<file path="src/rtl/bist_controller.sv">
// BIST run sequencer: clears and steps the pattern counter, compacts each
// response into a MISR and compares the final signature with a golden value.
module bist_controller #(
    parameter int               CNT_W    = 8,
    parameter int               SIG_W    = 16,
    parameter logic [SIG_W-1:0] SIG_POLY = 16'h8005,
    parameter logic [SIG_W-1:0] SIG_SEED = 16'h0000
) (
    input  logic             clk_i,
    input  logic             res_i,
    input  logic             start_i,
    input  logic             abort_i,
    input  logic [CNT_W-1:0] last_count_i,
    input  logic [SIG_W-1:0] golden_sig_i,
    input  logic [CNT_W-1:0] counter_i,
    input  logic [SIG_W-1:0] dut_resp_i,
    output logic             cnt_res_o,
    output logic             cnt_incr_o,
    output logic             busy_o,
    output logic             done_o,
    output logic             pass_o,
    output logic             err_o,
    output logic [SIG_W-1:0] signature_o
);

    typedef enum logic [2:0] {
        IDLE,
        CLEAR,
        APPLY,
        CAPTURE,
        COMPARE,
        DONE
    } state_t;

    state_t             state_q, state_d;
    logic [SIG_W-1:0]   misr_q, misr_d;
    logic [CNT_W-1:0]   shadow_q, shadow_d;
    logic [CNT_W-1:0]   last_q, last_d;
    logic [SIG_W-1:0]   golden_q, golden_d;
    logic               pass_q, pass_d;
    logic               err_q, err_d;
    logic [SIG_W-1:0]   misr_step;

    // One MISR shift: feedback taps applied when the MSB falls out.
    always_comb begin
        misr_step = {misr_q[SIG_W-2:0], 1'b0}
                  ^ (misr_q[SIG_W-1] ? SIG_POLY : '0)
                  ^ dut_resp_i;
    end

    always_ff @(posedge clk_i or posedge res_i) begin
        if (res_i) begin
            state_q  <= IDLE;
            misr_q   <= SIG_SEED;
            shadow_q <= '0;
            last_q   <= '0;
            golden_q <= '0;
            pass_q   <= 1'b0;
            err_q    <= 1'b0;
        end else begin
            state_q  <= state_d;
            misr_q   <= misr_d;
            shadow_q <= shadow_d;
            last_q   <= last_d;
            golden_q <= golden_d;
            pass_q   <= pass_d;
            err_q    <= err_d;
        end
    end

    always_comb begin
        state_d    = state_q;
        misr_d     = misr_q;
        shadow_d   = shadow_q;
        last_d     = last_q;
        golden_d   = golden_q;
        pass_d     = pass_q;
        err_d      = err_q;
        cnt_res_o  = 1'b0;
        cnt_incr_o = 1'b0;

        case (state_q)
            IDLE, DONE: begin
                if (start_i && !abort_i) begin
                    state_d  = CLEAR;
                    last_d   = last_count_i;
                    golden_d = golden_sig_i;
                    pass_d   = 1'b0;
                    err_d    = 1'b0;
                end
            end
            CLEAR: begin
                cnt_res_o = 1'b1;
                misr_d    = SIG_SEED;
                shadow_d  = '0;
                state_d   = APPLY;
            end
            APPLY: begin
                state_d = CAPTURE;
            end
            CAPTURE: begin
                misr_d = misr_step;
                // A counter that lost track of our index ends the run early.
                if (counter_i != shadow_q) begin
                    err_d   = 1'b1;
                    state_d = COMPARE;
                end else if (shadow_q == last_q) begin
                    state_d = COMPARE;
                end else begin
                    cnt_incr_o = 1'b1;
                    shadow_d   = shadow_q + CNT_W'(1);
                    state_d    = APPLY;
                end
            end
            COMPARE: begin
                pass_d  = (misr_q == golden_q) && !err_q;
                state_d = DONE;
            end
            default: begin
                state_d = IDLE;
            end
        endcase

        // Abort leaves the signature and the counter exactly where they were.
        if (abort_i && (state_q != IDLE)) begin
            state_d    = IDLE;
            misr_d     = misr_q;
            shadow_d   = shadow_q;
            last_d     = last_q;
            golden_d   = golden_q;
            pass_d     = 1'b0;
            err_d      = 1'b0;
            cnt_res_o  = 1'b0;
            cnt_incr_o = 1'b0;
        end
    end

    assign busy_o      = (state_q == CLEAR) || (state_q == APPLY) ||
                         (state_q == CAPTURE) || (state_q == COMPARE);
    assign done_o      = (state_q == DONE);
    assign pass_o      = pass_q;
    assign err_o       = err_q;
    assign signature_o = misr_q;

endmodule

</file>
<file path="config.mk">
export PLATFORM = sky130hd
export DESIGN_NAME = bist_controller
export DESIGN_NICKNAME = d
export VERILOG_FILES = /design/src/rtl/bist_controller.sv
export SDC_FILE = /design/constraint.sdc
export NUM_CORES = 1
export LEC_CHECK = 0
export CAP_MARGIN = 20
export CORE_UTILIZATION = 50
export CTS_BUF_LIST = sky130_fd_sc_hd__clkbuf_4 sky130_fd_sc_hd__clkbuf_8
export CTS_CLUSTER_SIZE = 16
export DETAILED_ROUTE_END_ITERATION = 8
export GPL_TIMING_DRIVEN = 0
export PLACE_DENSITY = 0.82
export SYNTH_ARGS = -nofsm -noshare
export SYNTH_HDL_FRONTEND = slang
export SYNTH_SLANG_ARGS = --single-unit
</file>
<file path="constraint.sdc">
create_clock -name clk_i -period 2.6 [get_ports clk_i]
set_input_delay 0.26 -clock clk_i [delete_from_list [all_inputs] [get_ports clk_i]]
set_output_delay 0.26 -clock clk_i [all_outputs]
set_load 0.03 [all_outputs]
</file>
==> results by group, run 1 <==
Run status
  • Outcome: completed

Route
  • Residual DRC: 0
  • Number of DRC markers in iteration 0: around 180
  • DR pass1 iterations: 4
  • Via count: about 2300
  • Vias per inst: between 5 and 6
  • WL per Instance: around 16 um
  • Post-route antenna net violation count: 0
  • Detailed-route wire length: between 6 and 7 mm

Logic synthesis
  • Unique masters post-synth: 40
  • Post-Synthesis Cells: between 200 and 300
  • Post-synthesis register bit count: between 50 and 60
  • Ranking of synthesized cells by area: dfrtp_1, mux2_2, xor2_1
  • Sequential-to-total area share from yosys stat: 46.9%
  • Net Count, Synth: 315
  • Ys flop type: dfrtp_1
  • Number of flops mapped to enable cells by yosys: 0
  • Count leader, synth: dfrtp_1
  • Synth cell count leaders: dfrtp_1, nand2_1, xor2_1, mux2_2, xnor2_1
  • Synth area leader: dfrtp_1
  • Ys Warns: 0
  • Fraction of registers with async set/reset: 100%
  • Netlist Area Pre-Place: approximately 2800 um^2
  • Syn Area/Cell: 10.8 um^2
  • Post-synth top area share: between 40 and 50%

Die
  • Core Region: about 5500 um^2
  • Die H: 77.2 um
  • Die Span X: between 70 and 80 um
  • Full die area: ~6000 um^2
  • I/O pin cnt: between 70 and 80
  • FP Rows: 27
  • Initial Util: 51.7%

Clock network
  • CTS tree: built
  • Hold Buf Count CTS: 0
  • H-tree Lvls: 2
  • Worst skew pair latency: 0.30 ns
  • Clock buffer depth: 2
  • Reg clk slew, reported paths: about 0.10 ns
  • Root Driver: clkbuf_8
  • Clock sink total: 53
  • Num CTS Buffers: 5

Layout
  • Share of cells above drive strength 1: between 10% and 20%
  • Finished Core Util: between 60 and 70%
  • Antenna fix cells: 0
  • Post-route cell area: between 3000 and 4000 um^2
  • Layout Cells excl Fill: between 400 and 500
  • Area growth syn-to-layout: 33.6%
  • Layout Nets: roughly 400

STA
  • Slew Limit Fails: 0
  • Slew @ Worst Pin: ~0.57 ns
  • Achievable frequency: 424 MHz
  • Setup Skew: 0.00796 ns
  • Setup repair after global routing missed its margin: false
  • Final Hold Viols: 0
  • Slew headroom: a little over 60%
  • Tmin final: about 2.4 ns
  • Tcrit/Tclk final: around 90%
  • Final setup fails: 0

GRT
  • First-pass GRT wire length: 11.0 mm
  • Antenna violations before repair: 0
  • Number of global-route vias before repair: around 2400
  • Total GRT Usage: approximately a quarter
  • Largest net degree at the start of global routing: 29
  • Total grt overflow: 0

Worst setup path
  • Worst Path Arrival: between 2 and 2.5 ns
  • Slowest CP cell: clkdlybuf4s50_1
  • Critical path cell sequence: inv_1, clkbuf_1, and3_1, clkdlybuf4s50_1
  • Family with the most delay on the worst path: buffers and inverters
  • CP Launch Type: flip-flop
  • Slowest stage delay, CP: 0.66 ns
  • Max FO, Critical Path: 10
  • WP data required: roughly 2.3 ns
  • CP endpoint kind: output port
  • Critical path class: reg2out
  • WP buf/inv: 3

Worst hold path
  • Hold Path Class: in2async

Power and ir drop
  • Leakage: 1.57 nW
  • Peak VDD IR: 0.473 mV
  • Power per cell area: 655 nW/um^2

Placement
  • Routability cong.: slightly below 0.8
  • Placed inst area: 3660 um^2
  • Post-DP HPWL: about 5.0 mm
  • Placed insts: 407
  • Port buffer count: 72

Run
  • Max cap viols: 0
[cells in the final DEF, fill, tap and decap left out, types with 2 or more instances in the layout]
master / instances
clkbuf_8: 7
clkdlybuf4s50_1: 71
o21a_1: 2
xnor2_1: 24
nand4_1: 4
nor2_1: 12
clkbuf_1: 10
nor2b_1: 2
buf_2: 3
o211ai_1: 3
a21oi_1: 4
mux2i_1: 2
nand2_1: 28
and2_1: 2
nor4_1: 6
xnor2_2: 2
o31ai_1: 16
inv_1: 3
xor2_1: 25
o21ai_0: 5
nand3_1: 6
o22ai_1: 2
buf_6: 2
mux2_2: 24
dfrtp_1: 53
or4_1: 3
[state kept, by name, summed over array words and instances, names as in the netlist]
register     count
signature_o     16
shadow_q         8
golden_q        16
state_q          3
err_o            1
pass_o           1
last_q           8
[power by group]
part	switching (W)	leakage, nW	internal, W
clock network	0.000266	0.0542	0.000241
registers	0.000178	0.677	0.000995
logic	0.000382	0.843	0.000413
[metrics by stage]
step	hold WS [ns]	setup TNS, ns	total power [W]	worst slack, ns
6_report	0.330	0	0.00248	0.243
5_1_grt	0.313	0	0.00262	0.103
4_1_cts	0.310	0	0.00249	0.0254
3_5_place_dp	0.515	-0.0564	0.00198	-0.0564
3_3_place_gp	0.508	-0.0546	0.00194	-0.0546
2_1_floorplan	0.411	0	0.00166	0.622
[routing by layer]
layer	up-vias	track usage [%]	part of all wire, %
met2	80	42.6	52
met3	7	4.64	5.4
met5	-	0	0
li1	1076	-	-
met4	0	7.55	1.4
met1	1109	28.7	41
[area by class of cell]
cell class	instances	area, um^2
sequential	53	1330
timing repair buffer	74	751
clock buffer	7	96.3
fill	435	1690
tap	72	90.1
inverter	4	15.0
buffer	16	80.1
multi-input combinational	189	1420
clock inverter	1	5.00
[cells by family (layout without fill, tap and decap cells)]
| kind of cell | after synthesis | after routing | share of synthesized area, % |
|---|---|---|---|
| compound gates | 42 | 42 | 10.9 |
| xor+xnor | 51 | 51 | 16.3 |
| fa+ha+maj | 1 | 1 | 0.442 |
| buf+inv | 20 | 102 | 3.32 |
| flops | 53 | 53 | 46.9 |
| mux | 26 | 26 | 10.3 |
| simple gates | 69 | 69 | 11.9 |
[final timing paths]
kind	start	to	slack, ns	depth (start not counted)
min in group clk_i	abort_i	state_q[0]	0.33	2
max	state_q[1]	done_o	0.24	4
min	res_i	signature_o[1]	0.33	2
max reg2reg	shadow_q[0]	shadow_q[6]	0.42	8
max in group asynchronous	res_i	golden_q[8]	1.72	3
min reg2reg	golden_q[6]	golden_q[6]	0.53	1
[timing repair]
item,in CTS,in global routing
pin swaps,1,0
hold endpoints to repair,0,0
resized for setup,1,3
endpoints found under the setup margin,1,2
buffers inserted,1,0
(Power assumes the default switching activity.)
==> run 2: changes to the inputs <==
- CAP_MARGIN: 20 -> default
==> results of run 2 <==
Final layout, timing and power as in run 1 (identical DEF).
==> run 3: changes to the inputs <==
- CORE_UTILIZATION: 50 -> 23
- GPL_TIMING_DRIVEN: 0 -> default
- PLACE_DENSITY: 0.82 -> default
==> run 3 against run 2 <==
Largest power group unchanged. Clock-buffer cell count decreased by 1. Cell count increased by 16%. First-iteration DRC count fell by 45%. Worst setup slack got worse by 0.057 ns. Hold slack lost 0.014 ns. Non-clock buffer count decreased by 9. Flip-flop and latch count stayed put. Wire length rose by 6.7%. Maximum frequency is 2.4% lower. Highest routed layer unchanged. Cell area up 1.3%.
==> results by group, run 3 (synthesis results as in run 1) <==
GRT
  • Antenna violations before repair: 0
  • Total GRT Usage: a little under an eighth
  • Number of global-route vias before repair: between 2000 and 2500
  • Largest net degree at the start of global routing: 35
  • First-pass GRT wire length: between 10 and 15 mm
  • Total grt overflow: 0

Layout
  • Most frequent cells in the layout: clkdlybuf4s50_1, dfrtp_1, nand2_1, xor2_1
  • Area taken by multi-input logic gates: around 1400 um^2
  • Area growth syn-to-layout: 35.3%
  • Antenna fix cells: 0
  • Fill count: roughly 1300
  • Register area: 1330 um^2
  • Layout Nets: slightly below 400
  • Commonest non-fill, non-tap cell in the layout: clkdlybuf4s50_1
  • Share of cells above drive strength 1: 14.9%
  • Finished Core Util: between 30% and 40%

STA
  • Final Hold Viols: 0
  • Tcrit/Tclk final: approximately 93%
  • TNS Setup: 0 ns
  • Tmin final: about 2.4 ns
  • Slew @ Worst Pin: between 0.5 and 0.6 ns
  • Slew Limit Fails: 0
  • Setup repair after global routing missed its margin: false
  • Final setup fails: 0
  • Setup Skew: approximately 0.016 ns
  • Achievable frequency: ~410 MHz
  • Slew headroom: 62.2%

Worst setup path
  • Worst setup path endpoint: cnt_incr_o
  • Max FO, Critical Path: 7
  • RR Endpoint: shadow_q[5]
  • Slowest CP cell: nor4_1
  • WP buf/inv: 2
  • WP data required: 2.34 ns
  • CP endpoint kind: output port
  • Slowest stage delay, CP: around 0.52 ns
  • Reg-to-reg startpoint: shadow_q[0]
  • Critical path depth: 6
  • Critical path class: reg2out
  • Reg2Reg Setup Slack: between 0.4 and 0.5 ns
  • Critical path cell sequence: xor2_1, nor4_1, a211oi_4, buf_4, nor2b_1, buf_4
  • Worst Path Arrival: 2.15 ns
  • Family with the most delay on the worst path: simple AND/OR/NAND/NOR gates
  • Critical Path Start: shadow_q[0]
  • Critical path's most frequent cell: buf_4
  • CP Launch Type: flip-flop
  • Reg2Reg Depth: 7

Clock network
  • Worst skew pair latency: slightly above 0.3 ns
  • Post-CTS resize count: 0
  • H-tree Lvls: 2
  • Post-CTS setup buffers: 0
  • Reg clk slew, reported paths: 0.11 ns
  • Hold Buf Count CTS: 0
  • Clock buffer depth: 2
  • Num CTS Buffers: 5
  • Clock sink total: 53
  • CTS tree: built
  • Root Driver: clkbuf_8

Route
  • Vias per inst: roughly 4.5
  • Residual DRC: 0
  • Post-route antenna net violation count: 0
  • WL per Instance: ~15 um
  • Number of DRC markers in iteration 0: 100
  • DR pass1 iterations: 4
  • Detailed-route wire length: between 7 and 8 mm
  • Via count: 2172

Power and ir drop
  • Leakage: ~1.5 nW
  • Peak VDD IR: 0.279 mV
  • Power per cell area: between 600 and 700 nW/um^2
  • Total power: between 0.002 and 0.0025 W

Die
  • I/O pin cnt: between 70 and 80
  • Full die area: 12700 um^2
  • Initial Util: 23.6%
  • FP Rows: 40
  • Core Region: between 10000 and 15000 um^2
  • Die Span X: roughly 110 um
  • Die H: ~110 um

Run
  • Max cap viols: 0

Worst hold path
  • Hold Path Class: in2async

Placement
  • Post-DP HPWL: approximately 5.4 mm
  • Port buffer count: 73
  • Routability cong.: 0.781

Run status
  • Outcome: completed
==> run 3: cell types whose count changed in the layout (fill, tap and decap cells not counted), sizes merged <==
cell          delta
buf              +3
clkbuf          -12
clkinv           +1
dlymetal6s2s     -1
==> run 3: where the power goes <==
part	switching (W)	leakage, nW	internal (W)
combinational	0.000355	0.819	0.000413
clock	0.000289	0.0512	0.000217
sequential	0.000180	0.677	0.000995
==> run 3: area by class of cell <==
cell class,instances,share of cell area (%)
clock buffer,6,2.16
clock inverter,2,0.359
inverter,4,0.392
multi-input combinational,189,36.8
sequential,53,34.6
tap,147,4.80
timing repair buffer,81,20.8
==> run 3: layer usage <==
metal,global-route usage [%],vias to the layer above,wire (um)
met5,0,-,0
met4,2.19,0,46
met3,2.46,6,299
met2,19.6,52,3420
met1,15.8,1048,3310
li1,-,1066,-
==> run 3: how the worst min path moves through the flow <==
stage / start / endpoint / depth (start not counted)
after floorplan: golden_sig_i[0] / golden_q[0] / 1
after global placement: golden_q[7] / golden_q[7] / 1
after detailed placement: golden_q[8] / golden_q[8] / 1
after CTS: res_i / signature_o[5] / 2
after global routing: res_i / signature_o[11] / 2
final: res_i / golden_q[4] / 2
==> run 3: per-stage QoR <==
step	area, um^2	std cells	hold WS [ns]	setup WS [ns]
global placement	3730	474	0.509	0.399
global route	3830	482	0.363	0.0429
finish	3830	482	0.316	0.186
detailed placement	3730	474	0.514	0.342
CTS	3830	482	0.337	0.163
floorplan	2830	262	0.411	0.622
==> run 3: worst reg2reg max path: stages, from the launching register on <==
cell       delay, ns
dfrtp_1         0.48
xor2_1          0.18
nor4_1          0.52
a211oi_4        0.17
buf_4           0.20
o2111ai_1       0.18
a21boi_0        0.19
o22ai_1         0.10
